## config.mk

```make
export PLATFORM = sky130hd
export DESIGN_NAME = alu_arbiter
export DESIGN_NICKNAME = d
export VERILOG_FILES = /design/src/rtl/alu_arbiter.sv
export SDC_FILE = /design/constraint.sdc
export NUM_CORES = 1
export LEC_CHECK = 0
export CAP_MARGIN = 20
export CELL_PAD_IN_SITES_DETAIL_PLACEMENT = 2
export CELL_PAD_IN_SITES_GLOBAL_PLACEMENT = 2
export CORE_MARGIN = 3
export CORE_UTILIZATION = 21
export DETAILED_ROUTE_END_ITERATION = 16
export PLACE_DENSITY_LB_ADDON = 0.1
export SYNTH_ARGS = -nofsm -noshare
export SYNTH_HDL_FRONTEND = slang
export SYNTH_SLANG_ARGS = --single-unit
```

## constraint.sdc

```tcl
create_clock -name clk -period 2.1 [get_ports clk]
set_input_delay 0.315 -clock clk [delete_from_list [all_inputs] [get_ports clk]]
set_output_delay 0.315 -clock clk [all_outputs]
set_load 0.01 [all_outputs]
```

## src/rtl/alu_arbiter.sv

```systemverilog
// Two-requester arbiter in front of a shared combinational ALU.
// Grants one operation at a time (fixed priority or round-robin) and returns the result over a valid/ready response.
module alu_arbiter #(
  parameter int unsigned RR_EN = 1
) (
  input  logic        clk,
  input  logic        rst_n,

  input  logic        req0_valid,
  output logic        req0_ready,
  input  logic [31:0] req0_inp_1,
  input  logic [31:0] req0_inp_2,
  input  logic [3:0]  req0_sel,

  input  logic        req1_valid,
  output logic        req1_ready,
  input  logic [31:0] req1_inp_1,
  input  logic [31:0] req1_inp_2,
  input  logic [3:0]  req1_sel,

  output logic [31:0] alu_inp_1,
  output logic [31:0] alu_inp_2,
  output logic [3:0]  alu_sel,
  input  logic [31:0] alu_result,
  input  logic        alu_overflow,

  output logic        rsp_valid,
  input  logic        rsp_ready,
  output logic        rsp_id,
  output logic [31:0] rsp_result,
  output logic        rsp_overflow,
  output logic        rsp_err,
  output logic        busy
);

  typedef enum logic [1:0] {
    IDLE,
    EXEC,
    RESP
  } state_t;

  localparam logic [3:0] SEL_MAX = 4'b1010;
  localparam logic [3:0] SEL_ADD = 4'b0101;
  localparam logic [3:0] SEL_SUB = 4'b0111;

  state_t      state;
  state_t      state_nxt;

  logic        last_id;
  logic        any_valid;
  logic        grant_id;
  logic        accept;

  logic [31:0] win_inp_1;
  logic [31:0] win_inp_2;
  logic [3:0]  win_sel;
  logic        win_legal;

  logic [31:0] alu_inp_1_q;
  logic [31:0] alu_inp_2_q;
  logic [3:0]  alu_sel_q;
  logic        rsp_id_q;
  logic [31:0] rsp_result_q;
  logic        rsp_overflow_q;
  logic        rsp_err_q;
  logic        ovf_op;

  // last_id resets to 1 so that requester 0 wins the first contested grant.
  always_comb begin
    any_valid = req0_valid | req1_valid;
    if (req0_valid && req1_valid) begin
      grant_id = (RR_EN != 0) ? ~last_id : 1'b0;
    end else begin
      grant_id = req1_valid;
    end
  end

  assign accept     = (state == IDLE) && any_valid;
  assign req0_ready = accept && !grant_id;
  assign req1_ready = accept && grant_id;

  always_comb begin
    if (grant_id) begin
      win_inp_1 = req1_inp_1;
      win_inp_2 = req1_inp_2;
      win_sel   = req1_sel;
    end else begin
      win_inp_1 = req0_inp_1;
      win_inp_2 = req0_inp_2;
      win_sel   = req0_sel;
    end
    win_legal = (win_sel <= SEL_MAX);
  end

  assign ovf_op = (alu_sel_q == SEL_ADD) || (alu_sel_q == SEL_SUB);

  always_comb begin
    state_nxt = state;
    case (state)
      IDLE: begin
        if (accept) begin
          state_nxt = win_legal ? EXEC : RESP;
        end
      end
      EXEC: begin
        state_nxt = RESP;
      end
      RESP: begin
        if (rsp_ready) begin
          state_nxt = IDLE;
        end
      end
      default: begin
        state_nxt = IDLE;
      end
    endcase
  end

  always_ff @(posedge clk or negedge rst_n) begin
    if (!rst_n) begin
      state <= IDLE;
    end else begin
      state <= state_nxt;
    end
  end

  // ALU operand registers only load for legal opcodes, so an illegal request
  // leaves the shared ALU inputs untouched.
  always_ff @(posedge clk or negedge rst_n) begin
    if (!rst_n) begin
      last_id        <= 1'b1;
      alu_inp_1_q    <= '0;
      alu_inp_2_q    <= '0;
      alu_sel_q      <= '0;
      rsp_id_q       <= 1'b0;
      rsp_result_q   <= '0;
      rsp_overflow_q <= 1'b0;
      rsp_err_q      <= 1'b0;
    end else begin
      case (state)
        IDLE: begin
          if (accept) begin
            rsp_id_q <= grant_id;
            if (win_legal) begin
              alu_inp_1_q <= win_inp_1;
              alu_inp_2_q <= win_inp_2;
              alu_sel_q   <= win_sel;
              rsp_err_q   <= 1'b0;
            end else begin
              rsp_result_q   <= '0;
              rsp_overflow_q <= 1'b0;
              rsp_err_q      <= 1'b1;
            end
          end
        end
        EXEC: begin
          rsp_result_q   <= alu_result;
          rsp_overflow_q <= alu_overflow && ovf_op;
        end
        RESP: begin
          if (rsp_ready) begin
            last_id <= rsp_id_q;
          end
        end
        default: begin
          last_id <= last_id;
        end
      endcase
    end
  end

  assign alu_inp_1    = alu_inp_1_q;
  assign alu_inp_2    = alu_inp_2_q;
  assign alu_sel      = alu_sel_q;
  assign rsp_valid    = (state == RESP);
  assign rsp_id       = rsp_id_q;
  assign rsp_result   = rsp_result_q;
  assign rsp_overflow = rsp_overflow_q;
  assign rsp_err      = rsp_err_q;
  assign busy         = (state != IDLE);

endmodule

```

Word level (Yosys, flattened, before mapping)
Cells that the tools add are included.

cells by class
  $lt $le $gt $ge = 1
  eq/ne operators = 7
  muxes and demuxes = 15
  bitwise logic cells = 2
  reductions and logical operators = 15

operators with widths
  cell                                                                      number
  32-bit 2-to-1 mux                                                         4
  32-bit case mux with 2 select lines                                       1
  4-bit by 3-bit equality test with 1-bit output (second input constant)    2
  2-bit 2-to-1 mux                                                          3
  2-bit case mux with 3 select lines                                        1
  2-bit AND reduction                                                       3
  3-bit AND reduction                                                       2
  1-bit logical AND                                                         5
  4-bit <= comparator (second input constant)                               1
  1-bit 2-to-1 mux                                                          4
  4-bit 2-to-1 mux                                                          1
  2-bit inequality test (second input constant)                             2
  2-bit nonzero test                                                        2
  2-bit by 1-bit equality test with 1-bit output (second input constant)    1
  2-bit equality test (second input constant)                               1
  2-bit logical NOT                                                         1
  2-bit by 1-bit inequality test with 1-bit output (second input constant)  1
  1-bit case mux with 2 select lines                                        1
  1-bit logical NOT                                                         1
  1-bit logical OR                                                          1
  1-bit inverter                                                            1
  1-bit bitwise OR                                                          1

storage, ports and cells
  bits in registers = 106
  input port bits = 174
  word-level logic and storage cells = 49

Logic depth before layout (Yosys ltp)
Gate-level depths: netlist (run 1).

  depth after elaboration = 7
  mapped depth = 7
  depth with buffers taken out = 4

Least setup slack after synthesis (run 1)
No wires, ideal clock.

  path kind = reg2reg
  start = register last_id
  end = register rsp_overflow_q (netlist: rsp_overflow)
  setup time = 0.118 ns
  arrival = 1.501 ns
  data required time = 1.982 ns
  path slack = 0.481 ns
  stages on the path, launching flop included = 6
  path buffers = 1
  path through = dfstp_2 > nand2b_1 > a32oi_1 > a2111oi_4 > buf_6 > nor2_1

between the ends
  word-level cells in the longest chain between the ends = 6

RTL lines
  element                          line  text
  start: declaration               49    logic last_id;
  start signal: assignment         162   last_id <= rsp_id_q;
  start signal: assignment         166   last_id <= last_id;
  1-bit inverter                   72    grant_id = (RR_EN != 0) ? ~last_id : 1'b0;
  1-bit 2-to-1 mux                 71    if (req0_valid && req1_valid) begin
  4-bit 2-to-1 mux                 83    if (grant_id) begin
  4-bit <= comparator              92    win_legal = (win_sel <= SEL_MAX);
  2-bit inequality test (no line)  --
  3-bit AND reduction (no line)    --
  end signal: assignment           158   rsp_overflow_q <= alu_overflow && ovf_op;
  end: declaration                 64    logic rsp_overflow_q;

Every way passes these cells.
A chain may end at the register's enable or synchronous reset.

Worst setup path after layout (run 1)
  start = register state[1]
  end = output req0_ready

between the ends
  word-level cells in the longest chain between the ends = 3

RTL lines
  element                   line  text
  start: declaration        46    state_t state;
  start signal: assignment  123   state <= state_nxt;
  2-bit logical NOT         78    assign accept = (state == IDLE) && any_valid;
  1-bit logical AND         78
  1-bit logical AND         79    assign req0_ready = accept && !grant_id;
  end: declaration          10    output logic req0_ready,

Every way passes these cells.

==> summary.txt, run 1 <==
Crit path DAT: 1.73 ns
EDFF count, synth: 0
H-tree Lvls: 3
Adder-Cell Fraction of Synth Area: 0
Post-DP HPWL: 16.88 mm
Setup TNS: 0 ns
RR Endpoint: alu_inp_1[26]
Worst min path class: in2async
Critical Path Fanout Max: 5
Mapped Area: 4942 µm²
Outcome: complete, no violations
Die width: 159.4 µm
Main flop type after synthesis: dfrtp_1
TritonCTS Buffers: 9
Root buf cell: clkbuf_16
Wire length per cell: 19.93 µm
Synth async-reset ratio: 1.000
Maxcap violations: 0
Fin crit period: 2.041 ns
Sequential share of the synthesized area: 0.5370
Worst EP required: 1.78 ns
Via/cell ratio: 4.702
Synth area leader: dfrtp_1
Core ar.: 22920 µm²
Post-CTS Setup Inserts: 0
Slew Limit Headroom: 0.6077
# IOs: 281
Crit-path slowest cell: dfrtp_1
Mapped Nets: 735
Flops & latches, synth: 106
Synth Area in Simple Gates: 0.1759
CTS tree: built
Power per cell area: 1293 nW/µm²
Yosys warning total: 0
Crit-path cells: or2_4 > or2_2 > nor2_1 > clkdlybuf4s15_2
Crit Path Category: reg2out
Finish-stage setup viols: 0
Overall Global Routing Usage: 0.1773
Peak supply drop: 0.3891 mV
Flop-to-flop setup slack: 0.30 ns
Synth Area in Compound Gates: 0.2238
WL final: 22.86 mm
Final Hold Fails: 0
Share of post-route cells with drive strength above 1: 0.07434
Commonest cells post-synth: nand2_1 (201), a31oi_1 (134), dfrtp_1 (105)
I/O Buffers: 280
Buf+Inv Stages, Crit Path: 1
Lkg Pwr: 3.415 nW
Syn Area/Cell: 8.810 µm²
Setup crit end: req0_ready
Crit path from: state[1]
Antenna Nets Post-Route: 0
Clock Sinks: 106
Die height: 159.4 µm
Tcrit/Tclk final: 0.9721
Drt pass-1 iters: 4
Levels on crit path: 4
DR vias: 5393
Largest net degree at the start of global routing: 51
Clock skew: 0.008208 ns
Largest family of logic cells by synthesized area: compound AO/OA/AOI/OAI gates
CP top delay family: simple AND/OR/NAND/NOR gates
Most frequent cell after synthesis: nand2_1
Critical Path Max Stage Delay: 0.43 ns
Worst-path clk slew: 0.07 ns
RSZ-0062 raised after global routing: false
Worst setup SP type: register
Final Net Count: 1003
GRT Residual Overflow: 0
Worst Tran Pin Value: 0.5884 ns
Fin. max-slew vios: 0
Reg2reg path depth: 6
Fmax: 0.4899 GHz
N_diodes: 0
Vias in the first global route: 6210
Multiplexer area fraction after synthesis: 0.004304
Top cells by area, synth: dfrtp_1 (53%), a31oi_1 (17%), nand2_1 (15%), a21oi_1 (3.4%), clkbuf_1 (2.2%)
Reg-to-reg critical path startpoint: state[1]
Mapped Cells: 561
Die Footprint: 25410 µm²
Area Growth Syn to Fin: 72.20%
Starting Density: 0.2157
CTS Buffer Depth: 2
Crit. End Element: output port
Hold WS: 0.4608 ns
Synth top area share: 0.5316
Initial antenna violation count: 0
First-pass GRT wire length: 35.98 mm
Synth cell types: 31
DRC Markers: 0
Core Rows: 55
XOR/XNOR Fraction of Synth Area: 0
Clk Latency, worst-skew pair: 0.35 ns
RePlAce Congestion: 0.7470
DRT iter0 DRCs: 170
==> flip-flops by register name, summed over array words and instances, names as in the netlist <==
register	count
rsp_result	32
last_id	1
alu_inp_1	32
state	2
rsp_overflow	1
rsp_id	1
rsp_err	1
alu_inp_2	32
alu_sel	4
==> through the flow <==
stage / cells / worst slack, ns / total power [mW] / cell area, µm² / util
3_3_place_gp: 1130 / -0.1038 / 9.016 / 8168 / 0.3564
6_report: 1147 / 0.05868 / 11.00 / 8511 / 0.3714
4_1_cts: 1147 / 0.003977 / 11.22 / 8507 / 0.3712
2_1_floorplan: 561 / 0.4813 / 5.953 / 4942 / -
3_5_place_dp: 1130 / -0.1340 / 9.228 / 8168 / 0.3564
5_1_grt: 1147 / 0.004005 / 11.79 / 8511 / 0.3714
==> layout make-up <==
| class | count | area (µm²) |
|---|---|---|
| tap | 313 | 391.6 |
| multi-input combinational | 399 | 2022 |
| timing repair buffer | 313 | 3113 |
| sequential | 106 | 2654 |
| clock buffer | 12 | 256.5 |
| clock inverter | 4 | 73.82 |
| fill | 2490 | 14410 |
==> worst min path at each step <==
stage	cells after the start	slack, ns	endpoint
6_report	2	0.46	alu_inp_2[7]
5_1_grt	2	0.51	alu_inp_2[7]
4_1_cts	2	0.48	alu_inp_2[7]
3_5_place_dp	1	0.31	alu_inp_2[7]
3_3_place_gp	1	0.31	alu_inp_2[7]
2_1_floorplan	0	0.02	alu_inp_1[0]
==> cells in the final DEF, fill, tap and decap left out, types with 2 or more instances in the layout <==
cell | netlist | layout
bufinv_16 | 0 | 2
clkbuf_8 | 0 | 2
a21oi_1 | 34 | 34
buf_12 | 0 | 5
clkbuf_16 | 0 | 9
dfrtp_1 | 105 | 105
nand2b_1 | 2 | 2
nor2_1 | 7 | 7
buf_4 | 8 | 28
clkdlybuf4s50_1 | 0 | 276
a31oi_1 | 134 | 134
a21o_1 | 2 | 2
nand2_1 | 201 | 200
==> what timing repair did <==
action                                  CTS  global route
endpoints found under the setup margin    3             2
gates resized for setup                   5             2
hold buffers                              1             0
hold endpoints to repair                 31             0
==> per-layer routing <==
layer  track usage  up-vias  share of wire
li1              -     2500              -
met3       0.05463       23          0.069
met2        0.2984      186           0.49
met5             0        -              0
met1        0.2208     2684           0.43
met4       0.04815        0          0.017
==> report_power, final <==
group          switching (mW)  internal (mW)
clock                   0.813           1.11
combinational            2.68           2.84
sequential              0.562           2.99
==> logic make-up (layout without fill, tap and decap cells) <==
kind of cell | Yosys count | count (layout)
AND/OR/NAND/NOR | 220 | 220
buffers and inverters | 56 | 329
multiplexers | 2 | 2
flip-flops | 106 | 106
AO/OA/AOI/OAI | 177 | 177
==> worst register-to-register path, delay by kind of cell, from the launching register on <==
| family | cells | cell delay (ns) |
|---|---|---|
| buffers and inverters | 2 | 0.51 |
| AND/OR/NAND/NOR | 2 | 0.43 |
| flip-flops | 1 | 0.43 |
| AO/OA/AOI/OAI | 2 | 0.34 |
(Power assumes the default switching activity.)
==> run 2, diff against run 1 <==
- PLACE_DENSITY: unset -> 0.87
- PLACE_DENSITY_LB_ADDON: 0.1 -> unset
==> summary.txt, run 2 (synthesis gave the netlist of run 1 again) <==
Area post-placement: 8269 µm² (+1.2%)
Fin crit period: 2.011 ns (-0.03008 ns)
Hold WS: 0.4671 ns (+0.006276 ns)
Reg2reg path depth: 4 (-2)
Reg-to-reg critical path startpoint: last_id
# IOs: 281 (unchanged)
Peak supply drop: 0.4514 mV (+16%)
Clock skew: 0.01135 ns (+0.003137 ns)
Setup TNS: 0 ns (unchanged)
DRC Markers: 0 (unchanged)
Core Rows: 55 (unchanged)
Total power: 11.01 mW (about the same)
Clock Sinks: 106 (unchanged)
CTS Buffer Depth: 2 (unchanged)
Share of post-route cells with drive strength above 1: 0.07876 (+0.004418)
GRT Residual Overflow: 0 (unchanged)
Final Net Count: 1007 (+0.40%)
Post-DP HPWL: 17.29 mm (+2.4%)
Worst setup SP type: register
Starting Density: 0.2157 (unchanged)
Clk Latency, worst-skew pair: 0.36 ns (about the same)
Crit Path Category: reg2out
Worst min path class: in2async
Slew Limit Headroom: 0.4678 (-0.1399)
Most frequent cells in the layout: clkdlybuf4s50_1 (276), nand2_1 (200), a31oi_1 (134), dfrtp_1 (105), a21oi_1 (34)
TritonCTS Buffers: 9 (unchanged)
Root buf cell: clkbuf_16
Tcrit/Tclk final: 0.9577 (-0.01432)
Critical Path Fanout Max: 4 (-1)
Worst-path clk slew: 0.08 ns (about the same)
Fmax: 0.4972 GHz (+1.5%)
Antenna Nets Post-Route: 0 (unchanged)
Via/cell ratio: 4.782 (+1.7%)
Initial antenna violation count: 1 (+1)
RR Endpoint: alu_inp_1[0]
I/O Buffers: 280 (unchanged)
Area Growth Syn to Fin: 73.49%
Crit. End Element: output port
Final Hold Fails: 0 (unchanged)
Fin. max-slew vios: 0 (unchanged)
Post-layout instance area: 8574 µm² (+0.75%)
RePlAce Congestion: 0.7494 (+0.32%)
DRT iter0 DRCs: 229 (+35%)
Lkg Pwr: 3.440 nW (+0.73%)
Wire length per cell: 20.44 µm (+2.6%)
Die Footprint: 25410 µm² (unchanged)
Vias in the first global route: 6099 (-1.8%)
Drt pass-1 iters: 4 (unchanged)
H-tree Lvls: 3 (unchanged)
Most common cell after layout, fill and taps aside: clkdlybuf4s50_1
Die width: 159.4 µm (unchanged)
Power per cell area: 1284 nW/µm² (-0.70%)
Maxcap violations: 0 (unchanged)
Core ar.: 22920 µm² (unchanged)
Finish-stage setup viols: 0 (unchanged)
Die height: 159.4 µm (unchanged)
Fillers: 2515 (+1.0%)
Largest net degree at the start of global routing: 67 (+31%)
Worst EP required: 1.78 ns (about the same)
Outcome: complete, no violations
RSZ-0062 raised after global routing: false
Multi-input combinational cell area: 2013 µm² (-0.43%)
DR vias: 5509 (+2.2%)
CTS tree: built
Flop-to-flop setup slack: 0.24 ns (-0.06 ns)
Worst Tran Pin Value: 0.7983 ns (+0.2099 ns)
Crit path DAT: 1.70 ns (-0.03 ns)
WL final: 23.55 mm (+3.0%)
First-pass GRT wire length: 36.83 mm (+2.3%)
Overall Global Routing Usage: 0.1833 (+0.005997)
Total area of sequential cells: 2654 µm² (unchanged)
==> run 2: cell count changes in the layout (fill, tap and decap cells not counted), sizes merged <==
cell | before | now
buf | 33 | 37
bufinv | 2 | 0
clkbuf | 12 | 10
clkdlybuf4s15 | 2 | 0
clkinvlp | 0 | 1
diode | 0 | 1
dlygate4sd2 | 1 | 3
inv | 0 | 3
==> run 2: timing repair <==
item	CTS	global route
gates resized for setup	3	1
buffers inserted	0	1
hold buffers	1	0
endpoints found under the hold margin	29	0
pin swaps	0	0
gates cloned	0	0
setup endpoints to repair	3	2
==> run 2: report_power, final <==
group / total [mW] / internal [mW] / leakage (nW) / switching [mW]
clock network: 1.71 / 0.853 / 0.140 / 0.860
logic: 5.73 / 2.96 / 2.05 / 2.77
registers: 3.57 / 2.99 / 1.25 / 0.577
total: 11.0 / 6.80 / 3.44 / 4.21
==> run 2: area by class of cell <==
type / count / area share
Antenna cell: 1 / 0.0002918
Clock inverter: 6 / 0.005545
Multi-Input combinational cell: 399 / 0.2348
Timing Repair Buffer: 317 / 0.3763
Sequential cell: 106 / 0.3095
Clock buffer: 10 / 0.02787
Tap cell: 313 / 0.04567
==> run 2: critical path: stages (launching register included) <==
cell and delay [ns]:
dfrtp_1 0.41, or2_4 0.26, or2_2 0.31, nor2_1 0.10, dlygate4sd2_1 0.28
==> run 2: per-stage QoR <==
step / utilization / cells / setup slack (ns)
CTS: 0.3736 / 1150 / 0.004011
finish: 0.3742 / 1152 / 0.08876
floorplan: - / 561 / 0.4813
global placement: 0.3609 / 1133 / -0.09465
global route: 0.3742 / 1152 / 0.006189
detailed placement: 0.3609 / 1133 / -0.3402
==> run 2: per-layer routing <==
layer | track usage | part of all wire | up-vias
met5 | 0 | 0 | -
met4 | 0.04218 | 0.016 | 0
met3 | 0.05697 | 0.070 | 21
met2 | 0.3109 | 0.49 | 202
met1 | 0.2292 | 0.42 | 2769
li1 | - | - | 2517
==> run 2: worst max-delay path by stage <==
| stage | startpoint | end | slack (ns) | depth (start not counted) |
|---|---|---|---|---|
| after floorplan | last_id | rsp_overflow | 0.48 | 5 |
| after global placement | req0_valid | req0_ready | -0.09 | 5 |
| after detailed placement | req1_valid | alu_inp_1[0] | -0.34 | 5 |
| after CTS | state[1] | req0_ready | 0.004 | 4 |
| after global routing | state[1] | req0_ready | 0.006 | 4 |
| final | state[1] | req0_ready | 0.09 | 4 |
